--- config.mk ---
export PLATFORM = sky130hd
export DESIGN_NAME = alu_issue_ctrl_flat
export DESIGN_NICKNAME = d
export VERILOG_FILES = /design/src/rtl/alu_issue_if.sv /design/src/rtl/alu_issue_ctrl.sv /design/src/flat_wrapper.sv
export SDC_FILE = /design/constraint.sdc
export NUM_CORES = 1
export LEC_CHECK = 0
export CAP_MARGIN = 20
export CORE_UTILIZATION = 40
export DETAILED_ROUTE_END_ITERATION = 10
export PLACE_DENSITY_LB_ADDON = 0.3
export SETUP_SLACK_MARGIN = 0.2
export SLEW_MARGIN = 20
export SYNTH_ARGS = -nofsm -noshare
export SYNTH_HDL_FRONTEND = slang
export SYNTH_SLANG_ARGS = --single-unit
--- constraint.sdc ---
create_clock -name clk -period 3.7 [get_ports clk]
set_clock_uncertainty 0.05 [all_clocks]
set_input_delay 0.74 -clock clk [delete_from_list [all_inputs] [get_ports clk]]
set_output_delay 0.74 -clock clk [all_outputs]
set_load 0.02 [all_outputs]
--- src/rtl/alu_issue_if.sv ---
// Command/response handshake bundle between a sequencer client and
// alu_issue_ctrl.
interface alu_issue_if #(
  parameter int WIDTH = 32
);
  localparam int SHW = $clog2(WIDTH);

  logic             cmd_valid;
  logic             cmd_ready;
  logic [2:0]       cmd_op;
  logic [2:0]       cmd_rd;
  logic [2:0]       cmd_rs1;
  logic [2:0]       cmd_rs2;
  logic             cmd_imm_en;
  logic [WIDTH-1:0] cmd_imm;
  logic [SHW-1:0]   cmd_shamt;
  logic             rsp_valid;
  logic             rsp_ready;
  logic [WIDTH-1:0] rsp_data;
  logic [2:0]       rsp_flags;

  modport master (
    output cmd_valid, cmd_op, cmd_rd,
    output cmd_rs1, cmd_rs2,
    output cmd_imm_en, cmd_imm, cmd_shamt,
    input  cmd_ready,
    input  rsp_valid, rsp_data, rsp_flags,
    output rsp_ready
  );

  modport slave (
    input  cmd_valid, cmd_op, cmd_rd,
    input  cmd_rs1, cmd_rs2,
    input  cmd_imm_en, cmd_imm, cmd_shamt,
    output cmd_ready,
    output rsp_valid, rsp_data, rsp_flags,
    input  rsp_ready
  );
endinterface

--- src/rtl/alu_issue_ctrl.sv ---
// Issue stage in front of the combinational ALU: local regfile,
// iterated single-bit shifts, writeback and flagged response.
module alu_issue_ctrl #(
  parameter int WIDTH = 32,
  parameter int SHW   = $clog2(WIDTH)
) (
  input  logic             clk,
  input  logic             rst,
  alu_issue_if.slave       bus,
  output logic [WIDTH-1:0] alu_in0,
  output logic [WIDTH-1:0] alu_in1,
  output logic [2:0]       alu_sel,
  input  logic [WIDTH-1:0] alu_out
);

  localparam logic [2:0] OP_SHR = 3'b010;
  localparam logic [2:0] OP_SHL = 3'b011;

  typedef enum logic [1:0] {
    IDLE,
    EXEC,
    SHIFT,
    RESP
  } state_t;

  state_t           state;
  state_t           state_n;
  logic [WIDTH-1:0] regs [8];
  logic [2:0]       op;
  logic [2:0]       rd;
  logic [SHW-1:0]   cnt;
  logic [WIDTH-1:0] opa;
  logic [WIDTH-1:0] opb;
  logic             cmd_fire;
  logic             is_shift;
  logic             wb;
  logic [WIDTH-1:0] wb_data;
  logic [WIDTH-1:0] rs1_val;
  logic [WIDTH-1:0] rs2_val;
  logic             neg;
  logic             zero;

  assign cmd_fire = bus.cmd_valid && bus.cmd_ready;
  assign is_shift = (bus.cmd_op == OP_SHR) ||
                    (bus.cmd_op == OP_SHL);

  // R0 is never written, but the read mux keeps it zero regardless
  assign rs1_val = (bus.cmd_rs1 == 3'd0) ? '0 : regs[bus.cmd_rs1];
  assign rs2_val = (bus.cmd_rs2 == 3'd0) ? '0 : regs[bus.cmd_rs2];

  assign neg  = wb_data[WIDTH-1];
  assign zero = (wb_data == '0);

  always_comb begin
    state_n       = state;
    bus.cmd_ready = 1'b0;
    bus.rsp_valid = 1'b0;
    alu_in0       = '0;
    alu_in1       = '0;
    alu_sel       = 3'b000;
    wb            = 1'b0;
    wb_data       = alu_out;
    unique case (state)
      IDLE: begin
        bus.cmd_ready = 1'b1;
        if (bus.cmd_valid)
          state_n = is_shift ? SHIFT : EXEC;
      end
      EXEC: begin
        alu_in0 = opa;
        alu_in1 = opb;
        alu_sel = op;
        wb      = 1'b1;
        state_n = RESP;
      end
      SHIFT: begin
        // opa doubles as the shift accumulator
        alu_in0 = opa;
        alu_in1 = opb;
        alu_sel = op;
        if (cnt == '0) begin
          wb      = 1'b1;
          wb_data = opa;
          state_n = RESP;
        end
      end
      RESP: begin
        bus.rsp_valid = 1'b1;
        if (bus.rsp_ready)
          state_n = IDLE;
      end
      default: state_n = IDLE;
    endcase
  end

  always_ff @(posedge clk) begin
    if (rst) begin
      state         <= IDLE;
      op            <= '0;
      rd            <= '0;
      cnt           <= '0;
      opa           <= '0;
      opb           <= '0;
      bus.rsp_data  <= '0;
      bus.rsp_flags <= '0;
      for (int i = 0; i < 8; i++)
        regs[i] <= '0;
    end else begin
      state <= state_n;
      if (cmd_fire) begin
        op  <= bus.cmd_op;
        rd  <= bus.cmd_rd;
        cnt <= bus.cmd_shamt;
        opa <= rs1_val;
        opb <= bus.cmd_imm_en ? bus.cmd_imm : rs2_val;
      end
      if (state == SHIFT && cnt != '0) begin
        opa <= alu_out;
        cnt <= cnt - 1'b1;
      end
      if (wb) begin
        bus.rsp_data  <= wb_data;
        bus.rsp_flags <= {neg, !neg && !zero, zero};
        if (rd != 3'd0)
          regs[rd] <= wb_data;
      end
    end
  end

endmodule

--- src/flat_wrapper.sv ---
// flat-port wrapper written by rule: the top's interface ports become plain ports
module alu_issue_ctrl_flat 
#(
  parameter int WIDTH = 32,
  parameter int SHW   = $clog2(WIDTH)
)
  (clk, rst, alu_in0, alu_in1, alu_sel, alu_out, bus_cmd_valid, bus_cmd_op, bus_cmd_rd, bus_cmd_rs1, bus_cmd_rs2, bus_cmd_imm_en, bus_cmd_imm, bus_cmd_shamt, bus_cmd_ready, bus_rsp_valid, bus_rsp_data, bus_rsp_flags, bus_rsp_ready);
  alu_issue_if #(.WIDTH(WIDTH)) bus_i ();
  input  logic clk;
  input  logic rst;
  output logic [WIDTH-1:0] alu_in0;
  output logic [WIDTH-1:0] alu_in1;
  output logic [2:0] alu_sel;
  input  logic [WIDTH-1:0] alu_out;
  input wire logic [$bits(bus_i.cmd_valid)-1:0] bus_cmd_valid;
  input wire logic [$bits(bus_i.cmd_op)-1:0] bus_cmd_op;
  input wire logic [$bits(bus_i.cmd_rd)-1:0] bus_cmd_rd;
  input wire logic [$bits(bus_i.cmd_rs1)-1:0] bus_cmd_rs1;
  input wire logic [$bits(bus_i.cmd_rs2)-1:0] bus_cmd_rs2;
  input wire logic [$bits(bus_i.cmd_imm_en)-1:0] bus_cmd_imm_en;
  input wire logic [$bits(bus_i.cmd_imm)-1:0] bus_cmd_imm;
  input wire logic [$bits(bus_i.cmd_shamt)-1:0] bus_cmd_shamt;
  output wire logic [$bits(bus_i.cmd_ready)-1:0] bus_cmd_ready;
  output wire logic [$bits(bus_i.rsp_valid)-1:0] bus_rsp_valid;
  output wire logic [$bits(bus_i.rsp_data)-1:0] bus_rsp_data;
  output wire logic [$bits(bus_i.rsp_flags)-1:0] bus_rsp_flags;
  input wire logic [$bits(bus_i.rsp_ready)-1:0] bus_rsp_ready;
  assign bus_i.cmd_valid = bus_cmd_valid;
  assign bus_i.cmd_op = bus_cmd_op;
  assign bus_i.cmd_rd = bus_cmd_rd;
  assign bus_i.cmd_rs1 = bus_cmd_rs1;
  assign bus_i.cmd_rs2 = bus_cmd_rs2;
  assign bus_i.cmd_imm_en = bus_cmd_imm_en;
  assign bus_i.cmd_imm = bus_cmd_imm;
  assign bus_i.cmd_shamt = bus_cmd_shamt;
  assign bus_cmd_ready = bus_i.cmd_ready;
  assign bus_rsp_valid = bus_i.rsp_valid;
  assign bus_rsp_data = bus_i.rsp_data;
  assign bus_rsp_flags = bus_i.rsp_flags;
  assign bus_i.rsp_ready = bus_rsp_ready;
  alu_issue_ctrl #(.WIDTH(WIDTH), .SHW(SHW)) u_core (.clk(clk), .rst(rst), .bus(bus_i), .alu_in0(alu_in0), .alu_in1(alu_in1), .alu_sel(alu_sel), .alu_out(alu_out));
endmodule
== Yosys cells after proc, flatten, opt, wreduce, memory -nomap -nowiden ==
Memories as Yosys holds them, arrays and structs flattened.
Index checks and enable logic that the tools add are counted.
Widths: inputs -> output; s select.

* Add/subtract/negate cells: 1
* Equality and inequality tests: 8
* Mux-type cells: 30
* Reductions and logical operators: 17

{| class="wikitable"
|+ Operator list
! kind !! count
|-
| $mux 32 || 10
|-
| $logic_not 32->1 || 1
|-
| $reduce_or 32->1 || 1
|-
| $mux 1 || 10
|-
| $mux 5 || 2
|-
| $mux 2 || 4
|-
| $pmux 2 s4 || 1
|-
| $eq 3x2->1 const B || 2
|-
| $logic_not 3->1 || 2
|-
| $mux 3 || 2
|-
| $logic_not 5->1 || 1
|-
| $reduce_bool 5->1 || 1
|-
| $sub 5x1->5 const B || 1
|-
| $eq 2x2->1 const B || 2
|-
| $ne 2x2->1 const B || 2
|-
| $logic_and 1x1->1 || 3
|-
| $reduce_and 3->1 || 1
|-
| $reduce_bool 3->1 || 1
|-
| $eq 2x1->1 const B || 1
|-
| $logic_not 1->1 || 2
|-
| $logic_not 2->1 || 1
|-
| $ne 2x1->1 const B || 1
|-
| $pmux 1 s2 || 1
|-
| $reduce_bool 2->1 || 1
|-
| other kinds (2) || 2
|}

* Flip-flop bits (word level): 112
* Memory bits (writable): 256
* Input bits: 86
* Word-level logic and storage cells: 65
* Memories: 1

{| class="wikitable"
|+ Memory list
! memory !! depth !! bits a word !! read ports !! clocked after Yosys merged registers in !! write ports !! RTL line !! RTL
|-
| u_core.regs || 8 || 32 || 2 || 0 || 8 || alu_issue_ctrl.sv:28 || <nowiki>logic [WIDTH-1:0] regs [8];</nowiki>
|}

== Longest topological paths before layout ==
Gate-level depths: netlist of run 1.

* Depth after elaboration: 8
* Gate-level depth with buffers: 9
* Depth with buffers taken out: 7

== Least setup slack after synthesis of run 1 ==
Ideal clock, no wire load.

* Kind: input to register
* Start: input port rst
* End: memory u_core.regs[3][0] (enable)
* Setup time: 0.394 ns
* Arrival time: 2.252 ns
* Slack: 1.004 ns
* Stages on the path: 4
* Path through: nor2b_1 -> nor2b_1 -> nand3_2 -> nand2b_1

{| class="wikitable"
|+ RTL lines
! item !! RTL line !! RTL
|-
| start, declared || flat_wrapper.sv:10 || <nowiki>input logic rst;</nowiki>
|-
| end, declared || alu_issue_ctrl.sv:28 ||
|}

== Worst setup path after layout of run 1 ==
* Start: register u_core.state[0]
* End: output port alu_in0[17]

* Word-level cells in the longest chain between the ends: 3

{| class="wikitable"
|+ RTL lines
! item !! RTL line !! RTL
|-
| start, declared || alu_issue_ctrl.sv:26 || <nowiki>state_t state;</nowiki>
|-
| start signal, assigned || alu_issue_ctrl.sv:109 || <nowiki>state <= state_n;</nowiki>
|-
| $eq 2x1->1 or $eq 2x2->1 (tied branches) || alu_issue_ctrl.sv:63 || <nowiki>unique case (state)</nowiki>
|-
| $reduce_or 2->1 (no line) (*) || -- ||
|-
| $mux 32 (*) || alu_issue_ctrl.sv:63 ||
|-
| end, declared || flat_wrapper.sv:11 || <nowiki>output logic [WIDTH-1:0] alu_in0;</nowiki>
|}

Mark *: on every way between the ends. The rest lies on a longest branch, timed or not.

==> results of run 1 <==
-- through the flow --
| step | setup slack, ns | cell area [um2] | hold WS (ns) | instances |
|---|---|---|---|---|
| 6_report | 0.375 | 20900 | 0.399 | 2246 |
| 5_1_grt | 0.260 | 20900 | 0.428 | 2246 |
| 4_1_cts | 0.266 | 20900 | 0.400 | 2244 |
| 3_5_place_dp | 0.424 | 19800 | 0.394 | 2175 |
| 3_3_place_gp | 0.543 | 19800 | 0.390 | 2175 |
| 2_1_floorplan | 1.00 | 17300 | 0.377 | 1519 |
-- power breakdown --
group | internal [mW] | leakage (nW) | total, mW | switching, mW
sequential | 4.50 | 3.22 | 4.97 | 0.471
combinational | 1.65 | 3.71 | 4.00 | 2.35
clock | 2.03 | 0.553 | 3.53 | 1.50
-- kinds of logic (layout without fill, tap and decap cells) --
kind of cell             Yosys count  in the layout
buffers and inverters            146            333
other                              0              1
multiplexers                     179            179
flip-flops                       335            335
adder cells (fa/ha/maj)            6              6
AO/OA/AOI/OAI                    264            264
AND/OR/NAND/NOR                  589            589
-- routing by layer --
metal | vias up | global-route usage | share of wire | wire length, um
li1 | 5979 | - | - | -
met1 | 6744 | 0.369 | 0.43 | 25000
met2 | 784 | 0.395 | 0.44 | 25300
met3 | 108 | 0.0494 | 0.097 | 5620
met4 | 0 | 0.0984 | 0.032 | 1850
met5 | - | 0 | 0 | 0
-- worst register-to-register path: cells and delay by family, from the launching register on --
family	cells	cell delay, ns
fa+ha+maj	1	0.15
compound gates	1	0.32
simple gates	4	0.89
flops	1	0.34
buf+inv	3	0.79
-- placed cells by master (no fill, tap or decap), types with 6 or more instances in the layout --
cell | Yosys | routed
edfxtp_1 | 224 | 224
mux4_2 | 41 | 41
nor2b_1 | 50 | 48
buf_4 | 12 | 62
a22oi_1 | 29 | 29
nor2_1 | 327 | 327
mux2_2 | 46 | 46
nor3_1 | 70 | 70
clkbuf_1 | 69 | 16
o21ai_0 | 9 | 9
buf_12 | 0 | 9
nand2_1 | 25 | 24
a2111oi_0 | 6 | 6
nand2b_1 | 12 | 11
a211oi_1 | 77 | 77
and2_1 | 69 | 69
a221oi_2 | 28 | 28
clkdlybuf4s50_1 | 0 | 182
mux2_4 | 20 | 20
o21a_1 | 12 | 12
o221ai_1 | 22 | 22
mux2_1 | 8 | 8
clkbuf_16 | 0 | 39
mux2i_2 | 31 | 31
a21oi_1 | 37 | 37
a221oi_1 | 19 | 19
inv_1 | 7 | 7
dfxtp_1 | 111 | 111
nor4_1 | 16 | 16
mux2i_1 | 33 | 33
o31ai_1 | 9 | 9
-- flip-flops by register name, indices dropped and copies added, names as in the netlist --
name / cells
u_core.cnt: 5
u_core.opb: 32
u_core.op: 3
u_core.opa: 32
u_core.rd: 3
u_core.bus.rsp_flags: 2
u_core.bus.rsp_data: 32
u_core.state: 2
u_core.regs: 224
-- repair_timing --
item                                    CTS  global route
hold buffers                              0             0
setup buffers                             0             1
gates cloned                              0             0
resized for setup                         1             0
endpoints found under the setup margin   42             3
pin swaps                                 0             1
hold endpoints to repair                  0             0
-- worst max-delay path by stage --
stage	startpoint	end
after floorplan	rst	u_core.regs[3][0]$_SDFFCE_PN0P_
after global placement	bus_cmd_rs2[1]	u_core.opb[6]$_SDFFE_PP0P_
after detailed placement	bus_cmd_rs2[1]	u_core.opb[6]$_SDFFE_PP0P_
after CTS	u_core.state[0]$_SDFFE_PP0P_	alu_in0[10]
after global routing	u_core.state[1]$_SDFFE_PP0P_	alu_in0[10]
final	u_core.state[0]$_SDFFE_PP0P_	alu_in0[17]
-- final cells by class --
cell class              count  area [um2]
fillers                  3779       21300
flip-flops and latches    335        8950
multi-input cells        1038        7650
repair buffers            257        2490
clock buffers              59        1090
well taps                 539         674
clock inverters            10        50.0
inverters                   7        26.3
diodes                      1        2.50
==> impl_metrics.yaml, run 1 <==
die:
  core_area_um2: 42200
  num_rows: 75
  die_w_um: 210
  die_area_um2: 44000
  io_pins: 190
  initial_core_util: 0.409
  die_h_um: 210
clocking:
  cts_buffers: 38
  clkSlewWorstSetupHoldPaths_ns: 0.05
  cts.sinks: 335
  root_buffer: "clkbuf_16"
  clk_latency_ns: 0.55
  cts_tree: "yes"
  h-tree-depth: 2
  cts_buffer_depth: 3
power_and_ir_drop:
  ir_worst_vdd_mv: 0.365
  power_density_nw_per_um2: 597
  power.leakage_nw: 7.49
  total_power_mw: 12.5
worst_setup_path:
  reg2reg_to: "u_core.regs[1][11]$_SDFFCE_PN0P_"
  worst-setup-path-type: "reg -> out"
  reg2reg_depth: 9
  critPathBufInv: 3
  cp-end-kind: "output pin"
  critical-path-max-stage-delay_ns: 0.61
  arrival_ns: 2.54
  cp.required_ns: 2.91
  rrSetupSlack_ns: 0.83
  timing.rr.start: "u_core.cnt[0]$_SDFFE_PP0P_"
  startpoint_type: "flop"
  cp.depth: 5
  crit_fanout: 15
  path_cells: "inv_1, ha_4, buf_4, and2_1, clkdlybuf4s50_1"
  crit_family: "buffers and inverters"
  slowest_stage: "clkdlybuf4s50_1"
job:
  maxCapViolations: 0
synth:
  synth_top_area_share: 0.389
  synthMuxAreaShare: 0.150
  synth_compound_area_frac: 0.124
  synth-simple-area-share: 0.163
  avgSynthCellArea_um2: 11.4
  async_reset_ff_frac: 0
  yosysTopAreaCell: "edfxtp_1"
  syn_area_um2: 17300
  synth_top_flop_cell: "edfxtp_1"
  synth_fa_ha_area_frac: 0.00435
  synth_edf_count: 224
  synth_top_family_by_area: "simple AND/OR/NAND/NOR gates"
  ys_seq_elements: 335
  yosysWarnings: 0
  synth_xor_area_frac: 0
  synth_area_leaders: "edfxtp_1, dfxtp_1, nor2_1, mux4_2, a211oi_1"
  yosysMostFrequentCell: "nor2_1"
  synth_nets: 1611
  yosysUniqueCellTypes: 53
  synthCells: 1519
  synthTopCellsByCount: "nor2_1, edfxtp_1, dfxtp_1, a211oi_1, nor3_1"
  ys_seq_area_frac: 0.518
hold_path:
  min_path_type: "reg -> reg"
  hold_end: "u_core.opb[1]$_SDFFE_PP0P_"
  holdPathStages: 2
  min_from: "u_core.opb[1]$_SDFFE_PP0P_"
global_route:
  grt_pass1_vias: 13246
  grt_max_degree: 79
  grt_overflow: 0
  track_usage: 0.260
  grt_pass1_wl_um: 85100
  antenna_found_initial: 1
finish:
  post-route-util: 0.496
  syn_to_final_growth_pct: 21.2
  layout-drive-gt1-share: 0.178
  nets: 1769
placed_design:
  gp_congestion: 0.837
  io_buffer_count: 189
  hpwlAfterDp_um: 36300
outcome:
  outcome: "complete, no violations"
route:
  ant_nets: 0
  drc: 0
  drtPass1Iterations: 5
  wirelength_um: 57800
  drt_iter0_drc: 1684
  vias_per_cell: 6.06
  routedWlPerCell_um: 25.7
  vias: 13615
sta:
  final_hold_viol_count: 0
  slew_violations: 0
  maxSlewHeadroom: 0.255
  worst_pin_slew_ns: 1.11
  tns_ns: 0
  rsz0062_at_grt: "false"
  min_period_ns: 3.33
  setup_viol: 0
  final.period_utilization: 0.899
  fmax_mhz: 301
Power figures use the tool's default switching activity.
==> run 2, diff against run 1 <==
--- a/config.mk
+++ b/config.mk
@@ -8,8 +8,8 @@
 export CAP_MARGIN = 20
 export CORE_UTILIZATION = 40
 export DETAILED_ROUTE_END_ITERATION = 10
+export MAX_ROUTING_LAYER = met4
 export PLACE_DENSITY_LB_ADDON = 0.3
-export SETUP_SLACK_MARGIN = 0.2
 export SLEW_MARGIN = 20
 export SYNTH_ARGS = -nofsm -noshare
 export SYNTH_HDL_FRONTEND = slang
==> impl_metrics.yaml, run 2 (synthesis results as in run 1) <==
outcome:
  outcome: "complete, no violations"
placed_design:
  hpwlAfterDp_um: 36300
  io_buffer_count: 189
  gp_congestion: 0.850
  dpl_cell_area_um2: 19800
  preCtsSetupSlack_ns: 0.424
  post-place-cells: 2175
worst_setup_path:
  worst-setup-path-type: "reg -> out"
  path_cells: "inv_1, ha_4, buf_4, and2_1, clkdlybuf4s50_1"
  slowest_stage: "clkdlybuf4s50_1"
  startpoint_type: "flop"
  cp.required_ns: 2.91
  critPathBufInv: 3
  crit_fanout: 27
  critical-path-max-stage-delay_ns: 0.61
  crit_family: "buffers and inverters"
  arrival_ns: 2.60
  cp-end-kind: "output pin"
global_route:
  antenna_found_initial: 1
  grt_pass1_wl_um: 85000
  grt_pass1_vias: 13258
  grt_overflow: 0
  track_usage: 0.268
  grt_max_degree: 79
route:
  wirelength_um: 57500
  ant_nets: 0
  routedWlPerCell_um: 25.6
  vias_per_cell: 6.02
  drc: 0
  drt_iter0_drc: 1620
  vias: 13511
  drtPass1Iterations: 6
power_and_ir_drop:
  total_power_mw: 12.5
  ir_worst_vdd_mv: 0.352
  power_density_nw_per_um2: 596
  power.leakage_nw: 7.48
sta:
  maxSlewHeadroom: 0.264
  final_hold_viol_count: 0
  slew_violations: 0
  hold_ws_ns: 0.399
  tns_ns: 0
  setup_viol: 0
  final.period_utilization: 0.916
  worst_pin_slew_ns: 1.10
  rsz0062_at_grt: "false"
  min_period_ns: 3.39
  fmax_mhz: 295
  fin_ws_ns: 0.310
die:
  die_h_um: 210
  initial_core_util: 0.409
  die_w_um: 210
  die_area_um2: 44000
  num_rows: 75
  io_pins: 190
  core_area_um2: 42200
finish:
  final_cell_mix: "nor2_1, edfxtp_1, clkdlybuf4s50_1, dfxtp_1, a211oi_1"
  largest_reg_flops: 224
  post-route-util: 0.495
  finalNonFillerCells: 2245
  nets: 1768
  layout-drive-gt1-share: 0.177
  design_area_um2: 20900
  regMostFlops: "u_core.regs"
  syn_to_final_growth_pct: 21.1
  final_common_cell: "nor2_1"
clocking:
  cts_buffer_depth: 3
  cts_hold_buf: 0
  clk_latency_ns: 0.55
  post_cts_buffers: 0
  cts.sinks: 335
  h-tree-depth: 2
  cts_tree: "yes"
  clkSlewWorstSetupHoldPaths_ns: 0.05
  root_buffer: "clkbuf_16"
  cts_buffers: 38
hold_path:
  min_path_type: "reg -> reg"
job:
  maxCapViolations: 0
## run 2: cell count changes in the layout (fill, tap and decap cells not counted), sizes merged
cell | previous run | this run
buf | 75 | 74
## run 2: timing repair
| item | CTS | global route |
|---|---|---|
| resized for setup | 0 | 1 |
| endpoints found under the setup margin | 0 | 13 |
| endpoints found under the hold margin | 0 | 0 |
## run 2: routing by layer
| metal | global-route usage | vias up | routed length [um] |
|---|---|---|---|
| met5 | - | - | 0 |
| met3 | 0.0468 | 115 | 5650 |
| li1 | - | 5974 | - |
| met4 | 0.0989 | 0 | 1820 |
| met2 | 0.395 | 785 | 25200 |
| met1 | 0.371 | 6637 | 24800 |
## run 2: path summary, 6_finish.rpt
check / slack [ns] / startpoint / cells after the start / to
worst max register to register: 0.83 / u_core.cnt[0]$_SDFFE_PP0P_ / 9 / u_core.regs[1][11]$_SDFFCE_PN0P_
worst min register to register: 0.40 / u_core.opb[1]$_SDFFE_PP0P_ / 2 / u_core.opb[1]$_SDFFE_PP0P_
worst max-delay path: 0.31 / u_core.state[0]$_SDFFE_PP0P_ / 5 / alu_in0[17]
worst min-delay path: 0.40 / u_core.opb[1]$_SDFFE_PP0P_ / 2 / u_core.opb[1]$_SDFFE_PP0P_
## run 2: report_power, final
group	leakage, nW	internal (mW)	switching (mW)
Sequential	3.22	4.50	0.468
Combinational	3.71	1.64	2.34
Clock	0.553	2.03	1.50
## run 2: area by class of cell
type | instances | area [um2]
Antenna cell | 1 | 2.50
Clock buffer | 59 | 1090
Clock inverter | 10 | 50.0
Fill cell | 3779 | 21300
Inverter | 7 | 26.3
Multi-Input combinational cell | 1038 | 7650
Sequential cell | 335 | 8950
Tap cell | 539 | 674
Timing Repair Buffer | 256 | 2480
## run 2: tightest hold or removal path: stages (launching register included)
cell     delay, ns
dfxtp_1       0.30
nand2_1       0.05
a21oi_1       0.05
